## config.mk

```make
export PLATFORM = sky130hd
export DESIGN_NAME = mips_regfile_flat
export DESIGN_NICKNAME = d
export VERILOG_FILES = /design/src/rtl/mips_regfile_if.sv /design/src/rtl/mips_regfile.sv /design/src/flat_wrapper.sv
export SDC_FILE = /design/constraint.sdc
export NUM_CORES = 2
export LEC_CHECK = 0
export CORE_AREA = 2 2 385 387
export DETAILED_ROUTE_END_ITERATION = 8
export DIE_AREA = 0 0 387 389
export GPL_ROUTABILITY_DRIVEN = 1
export HOLD_SLACK_MARGIN = 0.15
export PLACE_DENSITY = 0.65
export SYNTH_ARGS = -nofsm -noshare
export SYNTH_HDL_FRONTEND = slang
export SYNTH_SLANG_ARGS = --single-unit
export TNS_END_PERCENT = 1
```

## constraint.sdc

```tcl
create_clock -name clk -period 42.3 [get_ports clk]
set_input_delay 4.23 -clock clk [delete_from_list [all_inputs] [get_ports clk]]
set_output_delay 4.23 -clock clk [all_outputs]
set_load 0.01 [all_outputs]
```

## src/rtl/mips_regfile_if.sv

```systemverilog
// Register-file bus: write port, two read ports and the serial dump stream.
// The requester (CPU side or bench) uses master; the register file uses slave.
interface mips_regfile_if #(
  parameter int DATA_W = 32
);
  logic              we;
  logic [4:0]        wa;
  logic [DATA_W-1:0] wd;
  logic [4:0]        ra1;
  logic [4:0]        ra2;
  logic [DATA_W-1:0] rd1;
  logic [DATA_W-1:0] rd2;
  logic              dump_req;
  logic              dump_valid;
  logic [4:0]        dump_idx;
  logic [DATA_W-1:0] dump_data;
  logic              dump_last;
  logic              busy;

  modport master (
    output we, wa, wd, ra1, ra2, dump_req,
    input  rd1, rd2, dump_valid, dump_idx, dump_data, dump_last, busy
  );

  modport slave (
    input  we, wa, wd, ra1, ra2, dump_req,
    output rd1, rd2, dump_valid, dump_idx, dump_data, dump_last, busy
  );
endinterface

```

## src/rtl/mips_regfile.sv

```systemverilog
// MIPS-style register file: r0 hardwired to zero, two bypassed combinational
// read ports, and a serial dump engine that walks all registers once per request.
module mips_regfile #(
  parameter int DATA_W = 32,
  parameter int NREGS  = 32
) (
  input logic           clk,
  input logic           rst,
  mips_regfile_if.slave bus
);
  typedef enum logic {IDLE = 1'b0, DUMP = 1'b1} state_t;

  logic [DATA_W-1:0] r_regs [NREGS];
  state_t            r_state, w_state_nx;
  logic [4:0]        r_dump_idx, w_dump_idx_nx, w_idx_inc;
  logic [DATA_W-1:0] r_dump_data, w_dump_data_nx;
  logic              w_wr;

  assign w_wr      = bus.we && (bus.wa != 5'd0);
  assign w_idx_inc = r_dump_idx + 5'd1;

  // r_regs[0] is never written, so it stays at its reset value of zero.
  always_ff @(posedge clk or posedge rst) begin
    if (rst) begin
      for (int i = 0; i < NREGS; i++) r_regs[i] <= '0;
    end else if (w_wr) begin
      r_regs[bus.wa] <= bus.wd;
    end
  end

  assign bus.rd1 = (bus.ra1 == 5'd0)                ? '0     :
                   (bus.we && (bus.wa == bus.ra1))  ? bus.wd :
                                                      r_regs[bus.ra1];
  assign bus.rd2 = (bus.ra2 == 5'd0)                ? '0     :
                   (bus.we && (bus.wa == bus.ra2))  ? bus.wd :
                                                      r_regs[bus.ra2];

  always_ff @(posedge clk or posedge rst) begin
    if (rst) begin
      r_state     <= IDLE;
      r_dump_idx  <= '0;
      r_dump_data <= '0;
    end else begin
      r_state     <= w_state_nx;
      r_dump_idx  <= w_dump_idx_nx;
      r_dump_data <= w_dump_data_nx;
    end
  end

  // Dump data is taken from storage as held before the edge, so a write on
  // the same edge is not reflected in the dumped value.
  always_comb begin
    w_state_nx     = r_state;
    w_dump_idx_nx  = r_dump_idx;
    w_dump_data_nx = r_dump_data;
    case (r_state)
      IDLE: begin
        if (bus.dump_req) begin
          w_state_nx     = DUMP;
          w_dump_idx_nx  = '0;
          w_dump_data_nx = '0;
        end
      end
      DUMP: begin
        if (r_dump_idx != 5'd31) begin
          w_dump_idx_nx  = w_idx_inc;
          w_dump_data_nx = r_regs[w_idx_inc];
        end else begin
          w_state_nx = IDLE;
        end
      end
      default: w_state_nx = IDLE;
    endcase
  end

  assign bus.busy       = (r_state == DUMP);
  assign bus.dump_valid = (r_state == DUMP);
  assign bus.dump_idx   = r_dump_idx;
  assign bus.dump_data  = r_dump_data;
  assign bus.dump_last  = (r_state == DUMP) && (r_dump_idx == 5'd31);
endmodule

```

## src/flat_wrapper.sv

```systemverilog
// flat-port wrapper written by rule: the top's interface ports become plain ports
module mips_regfile_flat 
#(
  parameter int DATA_W = 32,
  parameter int NREGS  = 32
)
  (clk, rst, bus_we, bus_wa, bus_wd, bus_ra1, bus_ra2, bus_dump_req, bus_rd1, bus_rd2, bus_dump_valid, bus_dump_idx, bus_dump_data, bus_dump_last, bus_busy);
  mips_regfile_if #(.DATA_W(DATA_W)) bus_i ();
  input logic clk;
  input logic rst;
  input wire logic [$bits(bus_i.we)-1:0] bus_we;
  input wire logic [$bits(bus_i.wa)-1:0] bus_wa;
  input wire logic [$bits(bus_i.wd)-1:0] bus_wd;
  input wire logic [$bits(bus_i.ra1)-1:0] bus_ra1;
  input wire logic [$bits(bus_i.ra2)-1:0] bus_ra2;
  input wire logic [$bits(bus_i.dump_req)-1:0] bus_dump_req;
  output wire logic [$bits(bus_i.rd1)-1:0] bus_rd1;
  output wire logic [$bits(bus_i.rd2)-1:0] bus_rd2;
  output wire logic [$bits(bus_i.dump_valid)-1:0] bus_dump_valid;
  output wire logic [$bits(bus_i.dump_idx)-1:0] bus_dump_idx;
  output wire logic [$bits(bus_i.dump_data)-1:0] bus_dump_data;
  output wire logic [$bits(bus_i.dump_last)-1:0] bus_dump_last;
  output wire logic [$bits(bus_i.busy)-1:0] bus_busy;
  assign bus_i.we = bus_we;
  assign bus_i.wa = bus_wa;
  assign bus_i.wd = bus_wd;
  assign bus_i.ra1 = bus_ra1;
  assign bus_i.ra2 = bus_ra2;
  assign bus_i.dump_req = bus_dump_req;
  assign bus_rd1 = bus_i.rd1;
  assign bus_rd2 = bus_i.rd2;
  assign bus_dump_valid = bus_i.dump_valid;
  assign bus_dump_idx = bus_i.dump_idx;
  assign bus_dump_data = bus_i.dump_data;
  assign bus_dump_last = bus_i.dump_last;
  assign bus_busy = bus_i.busy;
  mips_regfile #(.DATA_W(DATA_W), .NREGS(NREGS)) u_core (.clk(clk), .rst(rst), .bus(bus_i));
endmodule
```

# After elaboration in Yosys (flattened, before gate mapping)
# Index checks and enable logic that the tools add are counted.
# W data, S select, Z words.
classes:
  reduce_logical: 9
  n_mux: 25
  addsub: 1
  eq_ne: 6
  bitwise: 5
  magnitude_cmp: 5
op_table:
  columns: ["op", "n"]
  rows:
  - ["$bwmux W1024", 1]
  - ["$bmux W32 S5", 3]
  - ["$mux W32", 13]
  - ["$demux W32 S5", 1]
  - ["$pmux W32 S2", 1]
  - ["$ge A6 B6 Y1 const B", 4]
  - ["$not A5 Y6", 4]
  - ["$eq A5 B5 Y1", 2]
  - ["$logic_not A5 Y1", 2]
  - ["$mux W5", 2]
  - ["$pmux W5 S2", 1]
  - ["$lt A6 B1 Y1 const B", 1]
  - ["$add A5 B1 Y5 const B", 1]
  - ["$eq A5 B5 Y1 const B", 1]
  - ["$logic_and A1 B1 Y1", 5]
  - ["$ne A5 B5 Y1 const B", 1]
  - ["$reduce_bool A5 Y1", 1]
  - ["$ne A2 B2 Y1 const B", 2]
  - ["$mux W1", 2]
  - ["$pmux W1 S2", 1]
  - ["$reduce_and A2 Y1", 1]
  - ["$not A1 Y1", 1]
word_totals:
  regBits: 1062
  output_inout_bits: 104
  inputBits: 51
  wordCells: 86

# Depth between registers and ports, before layout
depth:
  depth_word: 7
  depth_mapped: 11
  mapped_depth_nobuf: 8

# Least setup slack after synthesis
# No wires, ideal clock.
synth_timing:
  path_kind: "input port to output port"
  startpoint: "input port bus_ra2[0]"
  endpoint: "output port bus_rd2[21]"
  stages: 8
  path_buffers: 3
  slack_ns: 32.162
  required_time_ns: 38.070
  arrival_time_ns: 5.908
  cell_sequence: "buf_6 -> buf_6 -> buf_2 -> mux4_2 -> mux2i_1 -> nor2_1 -> a311oi_1 -> a21oi_1"
synth_via:
  elab_chain_cells: 6
  elab_cells_between_ends: 9
  classes_between: "eq/ne (1); mux (5); bitwise (1); reduce/logical (2)"
synth_lines:
  columns: ["item", "line", "rtl"]
  rows:
  - ["start, declared", "flat_wrapper.sv:15", "input wire logic [$bits(bus_i.ra2)-1:0] bus_ra2;"]
  - ["$not A5 Y6 (not written as such)", "mips_regfile.sv:36", "r_regs[bus.ra2];"]
  - ["$bmux W32 S5", "mips_regfile.sv:36", null]
  - ["$mux W32 (not written as such) (2 in series)", "mips_regfile.sv:36", null]
  - ["$mux W32", "mips_regfile.sv:35", "(bus.we && (bus.wa == bus.ra2)) ? bus.wd :"]
  - ["$mux W32 (*)", "mips_regfile.sv:34", "assign bus.rd2 = (bus.ra2 == 5'd0) ? '0 :"]
  - ["end, declared", "flat_wrapper.sv:18", "output wire logic [$bits(bus_i.rd2)-1:0] bus_rd2;"]
# Every way passes the cells marked *; elsewhere a longest branch is shown, timed or not. The select of a mux whose other input is x is not followed.

# Worst setup path after layout
layout_timing:
  startpoint: "input port bus_ra2[0]"
  endpoint: "output port bus_rd2[15]"
# The elaborated chain is that of the path after synthesis.

==> summary.txt <==
TritonCTS Buffers: 114
hold_buf cts: 0
Die X: 387 µm
largest net degree at the start of global routing: 169
most common library cell in the layout ignoring fill and taps: dfrtp_1
Worst Setup Path Type: in -> out
final max-slew violation count: 0
Hold Path Class: reg -> reg
IO buf count: 154
routability cong.: 0.8890
cell area after synthesis: 0.06551 mm²
layout cell share with drive strength beyond 1: 43.39%
H-tree depth: 3
vias in the first global route: 46170
Post-CTS Setup Repair Bufs: 0
initial antenna violation count: 10
Final period util: 31.70%
io pins: 155
measured slew at the worst slew-check pin: 1266 ps
R2R setup slack: 36760 ps
flops & latches, synth: 1062
critical path peak fanout: 47
CTS tree: yes
CTS Sinks: 1062
Nets: 4544
Unique masters post-synth: 73
Total Wirelength: 246.0 mm
syn_nets: 4666
CTS root buf: clkbuf_16
Avg Cell Area, Syn: 14.20 µm²
Clock Path Buffers: 3
Seq/Total Area, Yosys: 40.57%
first-pass GRT wire length: 351.3 mm
FF-to-FF End: u_core.bus.dump_data[5]
GR Overflow Total: 0
Detail Placement HPWL: 140.6 mm
Detailed Route Iter0 Violations: 6295
Synth Instances: 4613
Hold Path Sink: u_core.r_regs[1020]
Initial Util: 44.68%
max cap viols: 0
required time of the critical path: 38070 ps
ys async rst share: 100.0%
Critical R2R Launch: u_core.bus.dump_idx[0]
top_reg_cell synth: dfrtp_1
setup TNS: 0 ps
Reg clk slew, reported paths: 60 ps
Max Clock Skew: 26.54 ps
die area: 0.1505 mm²
CP Data Arrival Time: 9180 ps
DR DRC count: 0
antenna-violating nets left: 0
Power Density: 59.58 mW/mm²
vias per inst: 7.208
Final min period: 13410 ps
clk_lat worst skew: 760 ps
Row Count: 141
Vias: 47000
hold path depth: 0
gr usage total: 32.37%
RSZ-0062 raised after global routing: false
max_slew headroom: 15.42%
number of synthesized flops with an enable pin: 0
Die Ht: 389 µm
final instance area: 0.07217 mm²
path depth of the worst reg2reg path: 8
Filler cells: 12530
commonest cells after routing, fill and taps aside: 1061 x dfrtp_1, 909 x mux2_2, 645 x mux4_2
crit path capture type: primary output
peak supply drop: 0.07458 mV
yosys synthesis warning count: 0
drt pass-1 iters: 6
Final setup viols: 0
Core ar.: 0.1466 mm²
Post-DP Area: 0.06810 mm²
Fmax: 0.07458 GHz
cts repair resizes: 0
WL per Instance: 37.72 µm
outcome: finished, final reports clean
Startpoint Class: primary input
Hold Path Origin: u_core.r_regs[1020]
area delta synth->final: 10.17%
Pleak: 30.40 nW
Final Hold Vio Count: 0
## where the power goes
| group | internal [mW] | switching (mW) | total [mW] |
|---|---|---|---|
| clock | 0.652 | 0.446 | 1.10 |
| combinational | 0.901 | 0.862 | 1.76 |
| sequential | 1.22 | 0.218 | 1.44 |
| total | 2.77 | 1.53 | 4.30 |
## registers in the layout, indices dropped and copies added (netlist names)
| register | flops |
|---|---|
| u_core.bus.busy | 1 |
| u_core.bus.dump_data | 32 |
| u_core.bus.dump_idx | 5 |
| u_core.r_regs | 1024 |
## synth_stat cells (51+ instances only)
master / instances / area (µm²)
dfrtp_1: 1062 / 26580
mux2_2: 909 / 10240
mux4_2: 645 / 14530
mux2i_1: 387 / 3874
clkbuf_1: 243 / 912.1
buf_2: 144 / 720.7
mux2_1: 138 / 1554
nand2_1: 122 / 457.9
o22ai_1: 117 / 732.0
a21oi_1: 67 / 335.3
nor2_1: 66 / 247.7
buf_1: 56 / 210.2
o21ai_0: 55 / 275.3
nor3_1: 51 / 255.2
## cell families (layout without fill, tap and decap cells)
kind of cell / Yosys count / after routing / synth area share [%]
flops: 1062 / 1062 / 40.57
other cells: 0 / 7 / 0
buf+inv: 550 / 521 / 4.535
simple gates: 396 / 396 / 3.029
fa+ha+maj: 2 / 2 / 0.03820
mux: 2079 / 2079 / 46.09
compound gates: 509 / 509 / 5.499
xor+xnor: 15 / 15 / 0.2407
## routing by layer
metal	track usage, %	part of all wire, %	wire length [µm]	vias up
li1	-	-	-	17960
met1	42.66	38	93790	25030
met4	17.93	6.3	15620	16
met2	48.58	45	109500	3213
met5	0	0.048	119	-
met3	8.843	11	26990	782
## stage by stage
step | util (%) | hold WS, ps | setup WS (ps) | power [mW] | std cells
after floorplan | - | 457.3 | 8176 | 2.679 | 4613
after global placement | 46.45 | 394.3 | 29120 | 3.156 | 6305
after detailed placement | 46.45 | 405.0 | 29010 | 3.180 | 6305
after CTS | 49.21 | 418.9 | 29020 | 4.275 | 6514
after global routing | 49.21 | 429.6 | 28840 | 4.444 | 6514
final | 49.23 | 420.2 | 28890 | 4.300 | 6521
## cell type report
| cell class | count | area (µm²) | share of cell area, % |
|---|---|---|---|
| antenna | 7 | 17.52 | 0.02427 |
| clock buffer | 156 | 3303 | 4.577 |
| clock inverter | 53 | 748.2 | 1.037 |
| inverter | 8 | 38.79 | 0.05375 |
| multi-input combinational | 3001 | 36320 | 50.33 |
| sequential | 1062 | 26580 | 36.83 |
| tap | 1930 | 2415 | 3.346 |
| timing repair buffer | 304 | 2746 | 3.806 |
## worst max-delay path: stages
cell and delay, ps:
buf_8 370, buf_4 710, buf_4 760, buf_4 670, mux4_2 360, nor2_1 50, nor4_1 600, nor3_1 170
nor2_1 410, clkdlybuf4s50_1 630
## worst max path at each step
stage,start,to,cells after the start,slack (ps)
after floorplan,rst,u_core.bus.busy,1,8180
after global placement,bus_ra2[0],bus_rd2[15],10,29120
after detailed placement,bus_ra2[0],bus_rd2[15],10,29010
after CTS,bus_ra2[0],bus_rd2[15],10,29020
after global routing,bus_ra2[0],bus_rd2[15],10,28840
final,bus_ra2[0],bus_rd2[15],10,28890
No activity file was read; power rests on OpenSTA's default activity.
